$ cat src/rtl/uart_pkg.sv
// Shared types and timing helpers for the UART PHY and its bit timer.
package uart_pkg;

    typedef enum logic [1:0] {
        TX_IDLE,
        TX_START,
        TX_DATA,
        TX_STOP
    } tx_state_t;

    typedef enum logic [1:0] {
        RX_IDLE,
        RX_START,
        RX_DATA,
        RX_STOP
    } rx_state_t;

    // Clock cycles per serial bit; integer division, so the baud error is the truncation.
    function automatic int clks_per_bit(input int clk_freq, input int baud);
        return clk_freq / baud;
    endfunction

endpackage

$ cat src/rtl/uart_bit_timer.sv
// Down-counter with synchronous load; tc is high while the count sits at zero.
// Loading N-1 therefore makes tc fire exactly N cycles after the load.
module uart_bit_timer #(
    parameter int WIDTH = 8
) (
    input  logic             S_AXI_ACLK,
    input  logic             S_AXI_ARESETN,
    input  logic             load,
    input  logic [WIDTH-1:0] load_value,
    output logic             tc
);

    logic [WIDTH-1:0] count_reg;

    // Load has priority; otherwise count down and park at zero.
    always_ff @(posedge S_AXI_ACLK or negedge S_AXI_ARESETN) begin
        if (!S_AXI_ARESETN) begin
            count_reg <= '0;
        end else if (load) begin
            count_reg <= load_value;
        end else if (count_reg != '0) begin
            count_reg <= count_reg - 1'b1;
        end
    end

    assign tc = (count_reg == '0);

endmodule

$ cat src/rtl/uart_phy.sv
// 8N1 UART PHY sitting between a show-ahead TX FIFO and an RX FIFO.
// TX and RX are independent state machines, each with its own bit timer.
module uart_phy
    import uart_pkg::*;
#(
    parameter int CLK_FREQ   = 100_000_000,
    parameter int BAUD       = 115200,
    parameter int DATA_WIDTH = 32
) (
    input  logic                  S_AXI_ACLK,
    input  logic                  S_AXI_ARESETN,
    output logic                  read_fifo_tx,
    input  logic                  empty_tx,
    input  logic [DATA_WIDTH-1:0] fifo_r_data_tx,
    output logic                  write_fifo_rx,
    input  logic                  full_rx,
    output logic [DATA_WIDTH-1:0] fifo_w_data_rx,
    output logic                  uart_tx,
    input  logic                  uart_rx,
    output logic                  overrun,
    output logic                  frame_err
);

    localparam int CPB = clks_per_bit(CLK_FREQ, BAUD);
    localparam int TW  = $clog2(CPB);
    localparam logic [TW-1:0] BIT_LOAD  = TW'(CPB - 1);
    localparam logic [TW-1:0] HALF_LOAD = TW'(CPB / 2 - 1);

    if (CPB < 4) begin : g_bad_cpb
        $error("uart_phy: CLK_FREQ/BAUD must be at least 4");
    end
    if (DATA_WIDTH < 8) begin : g_bad_width
        $error("uart_phy: DATA_WIDTH must be at least 8");
    end

    // Only the low byte of the TX head word is transmitted.
    logic unused_tx_bits;
    assign unused_tx_bits = ^{1'b0, fifo_r_data_tx};

    // ---------------- transmitter ----------------
    tx_state_t   tx_state_reg, tx_state_next;
    logic [7:0]  tx_shift_reg, tx_shift_next;
    logic [2:0]  tx_idx_reg, tx_idx_next;
    logic        uart_tx_reg, uart_tx_next;
    logic        tx_load, tx_tc;

    uart_bit_timer #(.WIDTH(TW)) u_tx_timer (
        .S_AXI_ACLK    (S_AXI_ACLK),
        .S_AXI_ARESETN (S_AXI_ARESETN),
        .load          (tx_load),
        .load_value    (BIT_LOAD),
        .tc            (tx_tc)
    );

    // TX state, shift register and registered line driver.
    always_ff @(posedge S_AXI_ACLK or negedge S_AXI_ARESETN) begin
        if (!S_AXI_ARESETN) begin
            tx_state_reg <= TX_IDLE;
            tx_shift_reg <= '0;
            tx_idx_reg   <= '0;
            uart_tx_reg  <= 1'b1;
        end else begin
            tx_state_reg <= tx_state_next;
            tx_shift_reg <= tx_shift_next;
            tx_idx_reg   <= tx_idx_next;
            uart_tx_reg  <= uart_tx_next;
        end
    end

    // TX next state; the line level is derived from the next state so it changes with it.
    always_comb begin
        tx_state_next = tx_state_reg;
        tx_shift_next = tx_shift_reg;
        tx_idx_next   = tx_idx_reg;
        tx_load       = 1'b0;
        read_fifo_tx  = 1'b0;
        case (tx_state_reg)
            TX_IDLE: begin
                if (!empty_tx) begin
                    read_fifo_tx  = 1'b1;
                    tx_shift_next = fifo_r_data_tx[7:0];
                    tx_load       = 1'b1;
                    tx_state_next = TX_START;
                end
            end
            TX_START: begin
                if (tx_tc) begin
                    tx_load       = 1'b1;
                    tx_state_next = TX_DATA;
                end
            end
            TX_DATA: begin
                if (tx_tc) begin
                    tx_load       = 1'b1;
                    tx_shift_next = {1'b0, tx_shift_reg[7:1]};
                    tx_idx_next   = tx_idx_reg + 1'b1;
                    if (tx_idx_reg == 3'd7) begin
                        tx_state_next = TX_STOP;
                    end
                end
            end
            TX_STOP: begin
                if (tx_tc) begin
                    tx_state_next = TX_IDLE;
                end
            end
            default: tx_state_next = TX_IDLE;
        endcase
        case (tx_state_next)
            TX_START: uart_tx_next = 1'b0;
            TX_DATA:  uart_tx_next = tx_shift_next[0];
            default:  uart_tx_next = 1'b1;
        endcase
    end

    assign uart_tx = uart_tx_reg;

    // ---------------- receiver ----------------
    rx_state_t   rx_state_reg, rx_state_next;
    logic [7:0]  rx_shift_reg, rx_shift_next;
    logic [2:0]  rx_idx_reg, rx_idx_next;
    logic [7:0]  rx_data_reg, rx_data_next;
    logic        write_reg, write_next;
    logic        overrun_reg, overrun_next;
    logic        frame_err_reg, frame_err_next;
    logic        rx_meta_reg, rx_sync_reg, rx_prev_reg;
    logic        rx_load, rx_tc;
    logic [TW-1:0] rx_load_value;

    uart_bit_timer #(.WIDTH(TW)) u_rx_timer (
        .S_AXI_ACLK    (S_AXI_ACLK),
        .S_AXI_ARESETN (S_AXI_ARESETN),
        .load          (rx_load),
        .load_value    (rx_load_value),
        .tc            (rx_tc)
    );

    // Two-flop synchronizer plus a delayed copy for falling-edge detection; all idle high.
    always_ff @(posedge S_AXI_ACLK or negedge S_AXI_ARESETN) begin
        if (!S_AXI_ARESETN) begin
            rx_meta_reg <= 1'b1;
            rx_sync_reg <= 1'b1;
            rx_prev_reg <= 1'b1;
        end else begin
            rx_meta_reg <= uart_rx;
            rx_sync_reg <= rx_meta_reg;
            rx_prev_reg <= rx_sync_reg;
        end
    end

    // RX state, shift register, received byte and status strobes.
    always_ff @(posedge S_AXI_ACLK or negedge S_AXI_ARESETN) begin
        if (!S_AXI_ARESETN) begin
            rx_state_reg  <= RX_IDLE;
            rx_shift_reg  <= '0;
            rx_idx_reg    <= '0;
            rx_data_reg   <= '0;
            write_reg     <= 1'b0;
            overrun_reg   <= 1'b0;
            frame_err_reg <= 1'b0;
        end else begin
            rx_state_reg  <= rx_state_next;
            rx_shift_reg  <= rx_shift_next;
            rx_idx_reg    <= rx_idx_next;
            rx_data_reg   <= rx_data_next;
            write_reg     <= write_next;
            overrun_reg   <= overrun_next;
            frame_err_reg <= frame_err_next;
        end
    end

    // RX next state. A start needs a 1->0 edge, so a held-low (break) line never retriggers.
    always_comb begin
        rx_state_next  = rx_state_reg;
        rx_shift_next  = rx_shift_reg;
        rx_idx_next    = rx_idx_reg;
        rx_data_next   = rx_data_reg;
        write_next     = 1'b0;
        overrun_next   = 1'b0;
        frame_err_next = 1'b0;
        rx_load        = 1'b0;
        rx_load_value  = BIT_LOAD;
        case (rx_state_reg)
            RX_IDLE: begin
                if (rx_prev_reg && !rx_sync_reg) begin
                    rx_load       = 1'b1;
                    rx_load_value = HALF_LOAD;
                    rx_state_next = RX_START;
                end
            end
            RX_START: begin
                if (rx_tc) begin
                    if (rx_sync_reg) begin
                        rx_state_next = RX_IDLE;
                    end else begin
                        rx_load       = 1'b1;
                        rx_state_next = RX_DATA;
                    end
                end
            end
            RX_DATA: begin
                if (rx_tc) begin
                    rx_load       = 1'b1;
                    rx_shift_next = {rx_sync_reg, rx_shift_reg[7:1]};
                    rx_idx_next   = rx_idx_reg + 1'b1;
                    if (rx_idx_reg == 3'd7) begin
                        rx_state_next = RX_STOP;
                    end
                end
            end
            RX_STOP: begin
                if (rx_tc) begin
                    rx_state_next = RX_IDLE;
                    if (!rx_sync_reg) begin
                        frame_err_next = 1'b1;
                    end else if (full_rx) begin
                        overrun_next = 1'b1;
                    end else begin
                        write_next   = 1'b1;
                        rx_data_next = rx_shift_reg;
                    end
                end
            end
            default: rx_state_next = RX_IDLE;
        endcase
    end

    assign write_fifo_rx  = write_reg;
    assign overrun        = overrun_reg;
    assign frame_err      = frame_err_reg;
    assign fifo_w_data_rx = DATA_WIDTH'(rx_data_reg);

endmodule
$ cat config.mk
export PLATFORM = sky130hd
export DESIGN_NAME = uart_phy
export DESIGN_NICKNAME = d
export VERILOG_FILES = /design/src/rtl/uart_pkg.sv /design/src/rtl/uart_bit_timer.sv /design/src/rtl/uart_phy.sv
export SDC_FILE = /design/constraint.sdc
export NUM_CORES = 1
export LEC_CHECK = 0
export ABC_AREA = 0
export BUFFER_PORTS_ARGS = -buffer_cell sky130_fd_sc_hd__buf_2
export CORE_UTILIZATION = 30
export CTS_BUF_LIST = sky130_fd_sc_hd__clkbuf_8
export DETAILED_ROUTE_END_ITERATION = 7
export GPL_TIMING_DRIVEN = 0
export SLEW_MARGIN = 10
export SYNTH_ARGS = -nofsm -noshare
export SYNTH_HDL_FRONTEND = slang
export SYNTH_SLANG_ARGS = --single-unit
$ cat constraint.sdc
create_clock -name S_AXI_ACLK -period 6.5 [get_ports S_AXI_ACLK]
set_input_delay 0.65 -clock S_AXI_ACLK [delete_from_list [all_inputs] [get_ports S_AXI_ACLK]]
set_output_delay 0.65 -clock S_AXI_ACLK [all_outputs]
set_load 0.02 [all_outputs]
==> results of run 1 <==
[through the flow]
step           utilization, %  setup slack, ps  power (mW)
2_1_floorplan               -             4440       0.569
3_3_place_gp             34.8             4060       0.601
3_5_place_dp             34.9             4020       0.606
4_1_cts                  36.7             3880       0.918
5_1_grt                  36.7             3710       0.954
6_report                 36.7             3880       0.907
[synthesized netlist by cell type (all sizes together) (2+ instances only)]
cell    count  area [um2]
nor4b       5        80.1
xor2        4        35.0
nor4        5        37.5
nor3        6        30.0
nor2       17        71.3
xnor2       8        70.1
a221oi      2        17.5
mux2i       2        20.0
nand3       3        15.0
or3         5        37.5
nand2b      6        37.5
dfstp       4         105
a22oi       7        52.6
dfrtp      57        1430
inv         9        33.8
buf        27         195
nand2      29         109
nand3b      3        35.0
or4         2        15.0
a211o       2        17.5
a21oi       9        45.0
nor2b       2        12.5
o21ai      15        75.1
ha         11         138
nand4       2        12.5
mux2       20         225
clkbuf      2        7.51
[logic make-up after synthesis]
family | after synthesis
buffers and inverters | 38
adders and majority gates | 11
DFF | 61
muxes | 22
and+or+nand+nor | 92
AOI/OAI and AO/OA | 39
other | 1
xor gates and xnor gates | 12
[layout by cell type (no fill, tap or decap), types with 3 or more instances in the layout]
| cell type | n |
|---|---|
| buf_2 | 27 |
| dfstp_2 | 4 |
| dfrtp_1 | 57 |
| clkbuf_8 | 10 |
| a22oi_1 | 7 |
| nand2_1 | 29 |
| nor4_1 | 4 |
| nor3_1 | 6 |
| mux2_2 | 20 |
| nand3_1 | 3 |
| ha_1 | 11 |
| xnor2_1 | 8 |
| nor2_1 | 16 |
| o21ai_0 | 13 |
| buf_4 | 25 |
| or3_1 | 3 |
| conb_1 | 24 |
| xor2_1 | 4 |
| nand2b_1 | 6 |
| a21oi_1 | 9 |
| inv_1 | 9 |
[final timing paths]
path	from	endpoint	slack, ps	depth (start not counted)
max in group asynchronous	S_AXI_ARESETN	tx_shift_reg[4]	5600	1
min in group asynchronous	S_AXI_ARESETN	write_fifo_rx	380	1
worst min register to register	rx_meta_reg	rx_sync_reg	360	0
worst max-delay path	tx_state_reg[0]	read_fifo_tx	3880	5
worst max register to register	u_tx_timer.count_reg[0]	tx_shift_reg[0]	3980	9
worst min-delay path	rx_meta_reg	rx_sync_reg	360	0
[report_power, final]
part | switching, mW | internal [mW]
Sequential | 0.0419 | 0.413
Combinational | 0.0734 | 0.0705
Clock | 0.156 | 0.151
[layer usage]
metal | up-vias | track usage (%) | routed length (um)
met5 | - | 0 | 0
met4 | 0 | 3.74 | 41
met3 | 4 | 3.32 | 190
met2 | 40 | 17.1 | 2390
met1 | 1011 | 13.8 | 2570
li1 | 1034 | - | -
[area by class of cell]
cell class | instances | area (um2) | area share (%)
Clock inverter | 6 | 46.3 | 1.28
Clock buffer | 10 | 138 | 3.82
Buffer | 29 | 203 | 5.62
Timing Repair Buffer | 25 | 128 | 3.54
Multi-Input combinational cell | 200 | 1360 | 37.7
Inverter | 9 | 33.8 | 0.937
Tap cell | 133 | 166 | 4.61
Sequential cell | 61 | 1530 | 42.5
==> results.json, run 1 <==
{
  "result_of_the_run": "finished, final reports clean",
  "instances_no_fill": 473,
  "buffers_inserted_during_post_cts_setup_optimization": 0,
  "route.detailed.vias_per_inst": 4.42,
  "maxCapViolations": 0,
  "cellPowerDensity_nw_per_um2": 251,
  "avgSynthCellArea_um2": 11.0,
  "clock_insertion_delay_worst_skew_ps": 330,
  "totalWireLength_um": 5190,
  "drc": 0,
  "slowest_delay_ps": 430,
  "grt_pass1_vias": 1970,
  "fp-row-count": 36,
  "seq_area_frac_synth_pct": 50.3,
  "cell_family_with_most_cp_delay": "buffers and inverters",
  "worst-endpoint-required_ps": 5850,
  "dominant_combinational_cell_family_by_area_after_synthesis": "simple AND/OR/NAND/NOR gates",
  "fill_cells": 1007,
  "number_of_enable_type_register_cells_in_the_synthesized_netlist": 0,
  "wire_per_inst_um": 11.0,
  "report.final.hold_viol_count": 0,
  "synth_mux_area_share_pct": 8.06,
  "placeableCoreArea_um2": 9820,
  "placedInstanceArea_um2": 3420,
  "start_kind": "flip-flop",
  "period_minus_slack_ps": 2620,
  "finalSetupViolations": 0,
  "maximum_level_of_the_cts_h_tree": 3,
  "cts_resized": 0,
  "cts_hold_repair.buffers": 0,
  "worst_vdd_rail_ir_drop_uv": 157,
  "cts.root.buffer_cell": "clkbuf_8",
  "grt_antenna_before_repair": 0,
  "critPathBufInv": 3,
  "syn_inst": 276,
  "yosys.area_share.simple_pct": 17.9,
  "holdWs_ps": 356,
  "globalRouteTotalUtil_pct": 10.7,
  "detail-route-antenna-nets": 0,
  "grt_pass1_wl_um": 8850,
  "drt_iter0_markers": 64,
  "worstPathCellList": "inv_1, ha_1, nor2b_1, clkbuf_1, buf_2",
  "worst_path_fanout_max": 10,
  "max_slew.worst_pin.slew_ps": 928,
  "die_x_um": 103,
  "synth.yosys.warnings": 0,
  "flow.area_growth_from_synthesis_pct": 18.5,
  "fraction_of_synthesis_flops_using_an_asynchronous_set_or_reset_pin_pct": 100,
  "arrival_ps": 1970,
  "antenna-diode-count": 0,
  "relSlewSlack_pct": 37.9,
  "clkTransAtPathRegs_ps": 80,
  "design.die.area_um2": 10500,
  "drt_pass1_iterations": 4,
  "synthFlopType": "dfrtp_1",
  "initial_utilization_pct": 31.0,
  "synth.cell_area_um2": 3040,
  "critical_path.slowest_cell": "dfrtp_1",
  "max_buffers_root_to_sink": 2,
  "cts_tree": "yes",
  "synth_xor_area_share_pct": 3.45,
  "floorplan.io_pins": 74,
  "placed_cells_incl_taps": 457,
  "max_slew_violation_total_from_the_final_report": 0,
  "synth.ff_latch_count": 61,
  "tritoncts_num_sinks": 61,
  "route.vias.total": 2089,
  "overflow": 0,
  "max_clock_freq_ghz": 0.382,
  "portBuffers": 25,
  "drive_above_1_share_pct": 30.0,
  "finClkSkew_ps": 9.54,
  "dp.final_hpwl_um": 3620,
  "p_leak_nw": 1.80,
  "yosys.cell_types.count": 48,
  "holdCritPathClass": "flip-flop to flip-flop",
  "floorplan.die.height_um": 103,
  "numCtsBuffers": 9,
  "setup_repair_after_global_routing_missed_its_margin": "false",
  "tns_ps": 0,
  "design.final.nets": 383,
  "synth_compound_gate_area_share_pct": 7.85,
  "grt_start_max_net_pins": 62,
  "final_area_um2": 3610,
  "timing.critical_path.to_type": "primary output",
  "timing_worst_setup_path_type": "flip-flop to primary output",
  "replace_congestion": 0.758,
  "period_share_pct": 40.3,
  "post_synthesis_adder_cell_area_fraction_pct": 4.52
}
Note: power is estimated with default switching activity, not from simulation.
==> run 2: changes to the inputs <==
==> constraint.sdc (replaced) <==
create_clock -name S_AXI_ACLK -period 2.6 [get_ports S_AXI_ACLK]
set_input_delay 0.26 -clock S_AXI_ACLK [delete_from_list [all_inputs] [get_ports S_AXI_ACLK]]
set_output_delay 0.26 -clock S_AXI_ACLK [all_outputs]
set_load 0.02 [all_outputs]
==> results.json, run 2 (synthesis gave the netlist of run 1 again) <==
{
  "floorplan.die.height_um": 103,
  "report.final.hold_viol_count": 5,
  "worst_path_fanout_max": 9,
  "p_leak_nw": 1.81,
  "worst-endpoint-required_ps": 2820,
  "drc": 0,
  "antenna-diode-count": 0,
  "tns_ps": 0,
  "startpoint": "u_rx_timer.count_reg[0]",
  "reg2regPathDepth": 6,
  "cts_tree": "yes",
  "setup_repair_after_global_routing_missed_its_margin": "false",
  "tritoncts_num_sinks": 61,
  "clkTransAtPathRegs_ps": 70,
  "totalWireLength_um": 5180,
  "placed_cells_incl_taps": 457,
  "dp.final_hpwl_um": 3620,
  "clock_insertion_delay_worst_skew_ps": 330,
  "cellPowerDensity_nw_per_um2": 628,
  "period_minus_slack_ps": 2400,
  "fp-row-count": 36,
  "drive_above_1_share_pct": 30.3,
  "instances_no_fill": 473,
  "grt_start_max_net_pins": 62,
  "grt_pass1_wl_um": 8850,
  "timing.critical_path.to_type": "flip-flop",
  "design.die.area_um2": 10500,
  "placeableCoreArea_um2": 9820,
  "holdCritPathClass": "input pin to async pin",
  "initial_utilization_pct": 31.0,
  "holdWs_ps": -12.0,
  "grt_antenna_before_repair": 0,
  "flow.area_growth_from_synthesis_pct": 19.0,
  "globalRouteTotalUtil_pct": 10.7,
  "start_kind": "flip-flop",
  "cts_hold_repair.buffers": 0,
  "buffers_inserted_during_post_cts_setup_optimization": 0,
  "cts_resized": 0,
  "relSlewSlack_pct": 49.4,
  "cts.root.buffer_cell": "clkbuf_8",
  "route.vias.total": 2059,
  "die_x_um": 103,
  "period_share_pct": 92.4,
  "replace_congestion": 0.758,
  "drt_pass1_iterations": 4,
  "drt_iter0_markers": 63,
  "route.detailed.vias_per_inst": 4.35,
  "overflow": 0,
  "finalSetupViolations": 0,
  "max_slew.worst_pin.slew_ps": 759,
  "numCtsBuffers": 9,
  "rrSetupSlack_ps": 200,
  "critical_path.reg2reg.endpoint": "rx_data_reg[5]",
  "worst_vdd_rail_ir_drop_uv": 392,
  "maximum_level_of_the_cts_h_tree": 3,
  "finClkSkew_ps": 9.61,
  "grt_pass1_vias": 1970,
  "layout_commonest_cell": "dfrtp_1",
  "timing_worst_setup_path_type": "flip-flop to flip-flop",
  "fill_cells": 1005,
  "max_buffers_root_to_sink": 2,
  "detail-route-antenna-nets": 0,
  "portBuffers": 25,
  "design.final.nets": 383,
  "result_of_the_run": "finished, violations left",
  "arrival_ps": 2620,
  "crit-reg2reg-launch": "u_rx_timer.count_reg[0]",
  "wire_per_inst_um": 10.9,
  "failed_checks": "hold timing",
  "floorplan.io_pins": 74,
  "max_clock_freq_ghz": 0.416,
  "utilization_pct": 36.9,
  "maxCapViolations": 0,
  "max_slew_violation_total_from_the_final_report": 0,
  "most-common-layout-cells": "dfrtp_1, nand2_1, buf_2, buf_4, conb_1"
}
## run 2: cell count changes in the layout (fill, tap and decap cells not counted)
cell     delta
nor4b_2     -1
nor3b_2     +1
nor3b_1     -1
nor4b_4     +1
## run 2: worst max-delay path by stage
stage                                 end  cells past startpoint
final                      rx_data_reg[5]                      6
after global routing       rx_data_reg[2]                      6
after floorplan            rx_data_reg[0]                      6
after CTS                 tx_shift_reg[2]                      9
after global placement    tx_shift_reg[0]                      9
after detailed placement  tx_shift_reg[0]                      9
## run 2: where the power goes
group          internal (mW)  leakage, nW  total (mW)  switching (mW)
clock network          0.378       0.0893       0.768           0.390
registers               1.03        0.776        1.14           0.110
logic                  0.178        0.944       0.364           0.186
## run 2: metrics by stage
step	hold WS [ps]	power, mW	worst slack [ps]	cell area (um2)
final	-12.0	2.27	199	3620
after floorplan	-35.6	1.42	544	3130
after global placement	347	1.50	158	3420
after global routing	16.2	2.40	45.2	3620
after detailed placement	347	1.52	117	3420
after CTS	14.0	2.29	105	3610
## run 2: critical path, cell delays in order (launching register included)
cell,delay [ps]
dfrtp_1,420
inv_1,130
ha_1,180
nor4b_4,340
nand3b_4,190
nor4b_4,620
mux2_2,400
## run 2: layer usage
layer | wire length [um] | track usage (%) | vias to the layer above
met4 | 41 | 3.74 | 0
li1 | - | - | 1034
met2 | 2380 | 17.1 | 46
met1 | 2560 | 13.8 | 975
met5 | 0 | 0 | -
met3 | 205 | 3.32 | 4
## run 2: final cells by class
cell class                 instances  area, um2  area share (%)
clock buffer                      10        138            3.80
tap                              133        166            4.60
timing repair buffer              25        128            3.52
clock inverter                     6       46.3            1.28
buffer                            29        203            5.60
sequential                        61       1530            42.3
inverter                           9       33.8           0.933
multi-input combinational        200       1380            38.0
==> run 3: changes to the inputs <==
==> constraint.sdc (replaced) <==
create_clock -name S_AXI_ACLK -period 2 [get_ports S_AXI_ACLK]
set_input_delay 0.2 -clock S_AXI_ACLK [delete_from_list [all_inputs] [get_ports S_AXI_ACLK]]
set_output_delay 0.2 -clock S_AXI_ACLK [all_outputs]
set_load 0.02 [all_outputs]
==> results.json, run 3 (synthesis gave the netlist of run 1 again) <==
{
  "worstPathCellList": "or3_4, nor2_4, nand3b_4, nor4b_4, buf_12, mux2_2",
  "grt_pass1_wl_um": 9560,
  "p_leak_nw": 1.94,
  "critPathBufInv": 1,
  "max_clock_freq_ghz": 0.498,
  "design.die.area_um2": 10500,
  "arrival_ps": 2240,
  "route.detailed.vias_per_inst": 4.44,
  "replace_congestion": 0.777,
  "holdCritPathClass": "input pin to flip-flop",
  "worst_path_fanout_max": 9,
  "clkTransAtPathRegs_ps": 70,
  "drt_pass1_iterations": 4,
  "fp-row-count": 36,
  "antenna-diode-count": 0,
  "instances_no_fill": 487,
  "rrSetupSlack_ps": -9,
  "globalRouteTotalUtil_pct": 12.0,
  "crit-reg2reg-launch": "u_rx_timer.count_reg[2]",
  "relSlewSlack_pct": 48.3,
  "max_buffers_root_to_sink": 2,
  "layout_commonest_cell": "dfrtp_1",
  "detail-route-antenna-nets": 0,
  "finalWorstSetupSlack_ps": -9.48,
  "sequential_cell_area_um2": 1530,
  "hp-start": "fifo_r_data_tx[7]",
  "critical_path.reg2reg.endpoint": "rx_data_reg[6]",
  "slowest_delay_ps": 420,
  "setup_repair_after_global_routing_missed_its_margin": "true",
  "clock_insertion_delay_worst_skew_ps": 350,
  "most-common-layout-cells": "dfrtp_1, buf_4, nand2_1, conb_1, buf_2",
  "max_slew_violation_total_from_the_final_report": 0,
  "drive_above_1_share_pct": 36.7,
  "drt_iter0_markers": 79,
  "cts_tree": "yes",
  "failed_checks": "setup timing",
  "flow.area_growth_from_synthesis_pct": 28.0,
  "result_of_the_run": "finished, violations left",
  "maxCapViolations": 0,
  "cellPowerDensity_nw_per_um2": 799,
  "report.final.hold_viol_count": 0,
  "finClkSkew_ps": 4.98,
  "timing_worst_setup_path_type": "flip-flop to flip-flop",
  "timing.critical_path.to_type": "flip-flop",
  "tritoncts_num_sinks": 61,
  "start_kind": "flip-flop",
  "period_minus_slack_ps": 2010,
  "worst-endpoint-required_ps": 2230,
  "final_area_um2": 3890,
  "initial_utilization_pct": 31.0,
  "finalSetupViolations": 6,
  "overflow": 0,
  "wire_per_inst_um": 11.8,
  "drc": 0,
  "grt_antenna_before_repair": 0,
  "die_x_um": 103,
  "numCtsBuffers": 9,
  "portBuffers": 25,
  "floorplan.io_pins": 74,
  "fill_cells": 984,
  "reg2regPathDepth": 6,
  "grt_pass1_vias": 2078,
  "critical_path.slowest_cell": "or3_4",
  "maximum_level_of_the_cts_h_tree": 3,
  "design.final.nets": 397,
  "multi_input_area_um2": 1490,
  "totalWireLength_um": 5720,
  "max_slew.worst_pin.slew_ps": 776,
  "period_share_pct": 100,
  "worst_vdd_rail_ir_drop_uv": 410,
  "cell_family_with_most_cp_delay": "simple AND/OR/NAND/NOR gates",
  "placedInstanceArea_um2": 3430,
  "dp.final_hpwl_um": 3630,
  "placeableCoreArea_um2": 9820,
  "cts.root.buffer_cell": "clkbuf_8",
  "holdPathEnd": "tx_shift_reg[7]",
  "timing.hold.worst_path_depth": 3,
  "route.vias.total": 2160,
  "placed_cells_incl_taps": 457,
  "grt_start_max_net_pins": 62,
  "floorplan.die.height_um": 103
}
-- run 3: cell types whose count changed in the layout (fill, tap and decap cells not counted), moves of 3 or more --
cell   delta
ha_1      -3
buf_4    +12
buf_2     -3
buf_6     +3
-- run 3: layer usage --
layer  track usage, %  routed length, um  share of wire, %
met1             14.7               2620                46
met5                0                  0                 0
met2             19.1               2780                49
met4             5.93                 93               1.6
met3             3.59                233               4.1
-- run 3: stage by stage --
stage / hold slack (ps) / util [%] / setup slack, ps / setup TNS, ps / power, mW
4_1_cts: 89.1 / 38.5 / -37.9 / -271 / 3.06
5_1_grt: 116 / 39.7 / -99.3 / -1100 / 3.30
3_5_place_dp: 308 / 35.0 / -348 / -9420 / 1.97
2_1_floorplan: -95.6 / - / -49.0 / -344 / 1.85
6_report: 100 / 39.7 / -9.48 / -27.4 / 3.11
3_3_place_gp: 307 / 34.9 / -370 / -9300 / 1.96
-- run 3: report_power, final --
group          internal [mW]  switching [mW]
sequential              1.34           0.149
clock                  0.559           0.472
combinational          0.301           0.287
-- run 3: layout make-up --
cell class / count / area share, %
timing repair buffer: 40 / 7.04
sequential: 61 / 39.4
clock inverter: 7 / 1.54
clock buffer: 9 / 3.18
inverter: 9 / 0.868
multi-input combinational: 200 / 38.1
buffer: 28 / 5.59
tap: 133 / 4.27
-- run 3: repair_timing --
action / CTS / global route
resized for setup: 11 / 26
pin swaps: 2 / 5
setup endpoints to repair: 49 / 46
hold buffers: 2 / 0
setup buffers: 10 / 3
hold endpoints to repair: 58 / 0
-- run 3: worst max path at each step --
stage,startpoint,endpoint,slack [ps],cells past startpoint
floorplan,u_rx_timer.count_reg[0],rx_data_reg[0],-50,6
global placement,u_rx_timer.count_reg[1],u_rx_timer.count_reg[3],-370,7
global route,u_rx_timer.count_reg[2],u_rx_timer.count_reg[9],-100,5
detailed placement,u_rx_timer.count_reg[1],rx_data_reg[6],-350,6
finish,u_rx_timer.count_reg[2],rx_data_reg[6],-9,6
CTS,u_rx_timer.count_reg[0],rx_data_reg[6],-40,7
-- run 3: worst register-to-register path: stages (launching register included) --
cell	delay, ps
dfrtp_1	410
or3_4	420
nor2_4	130
nand3b_4	110
nor4b_4	320
buf_12	170
mux2_2	330
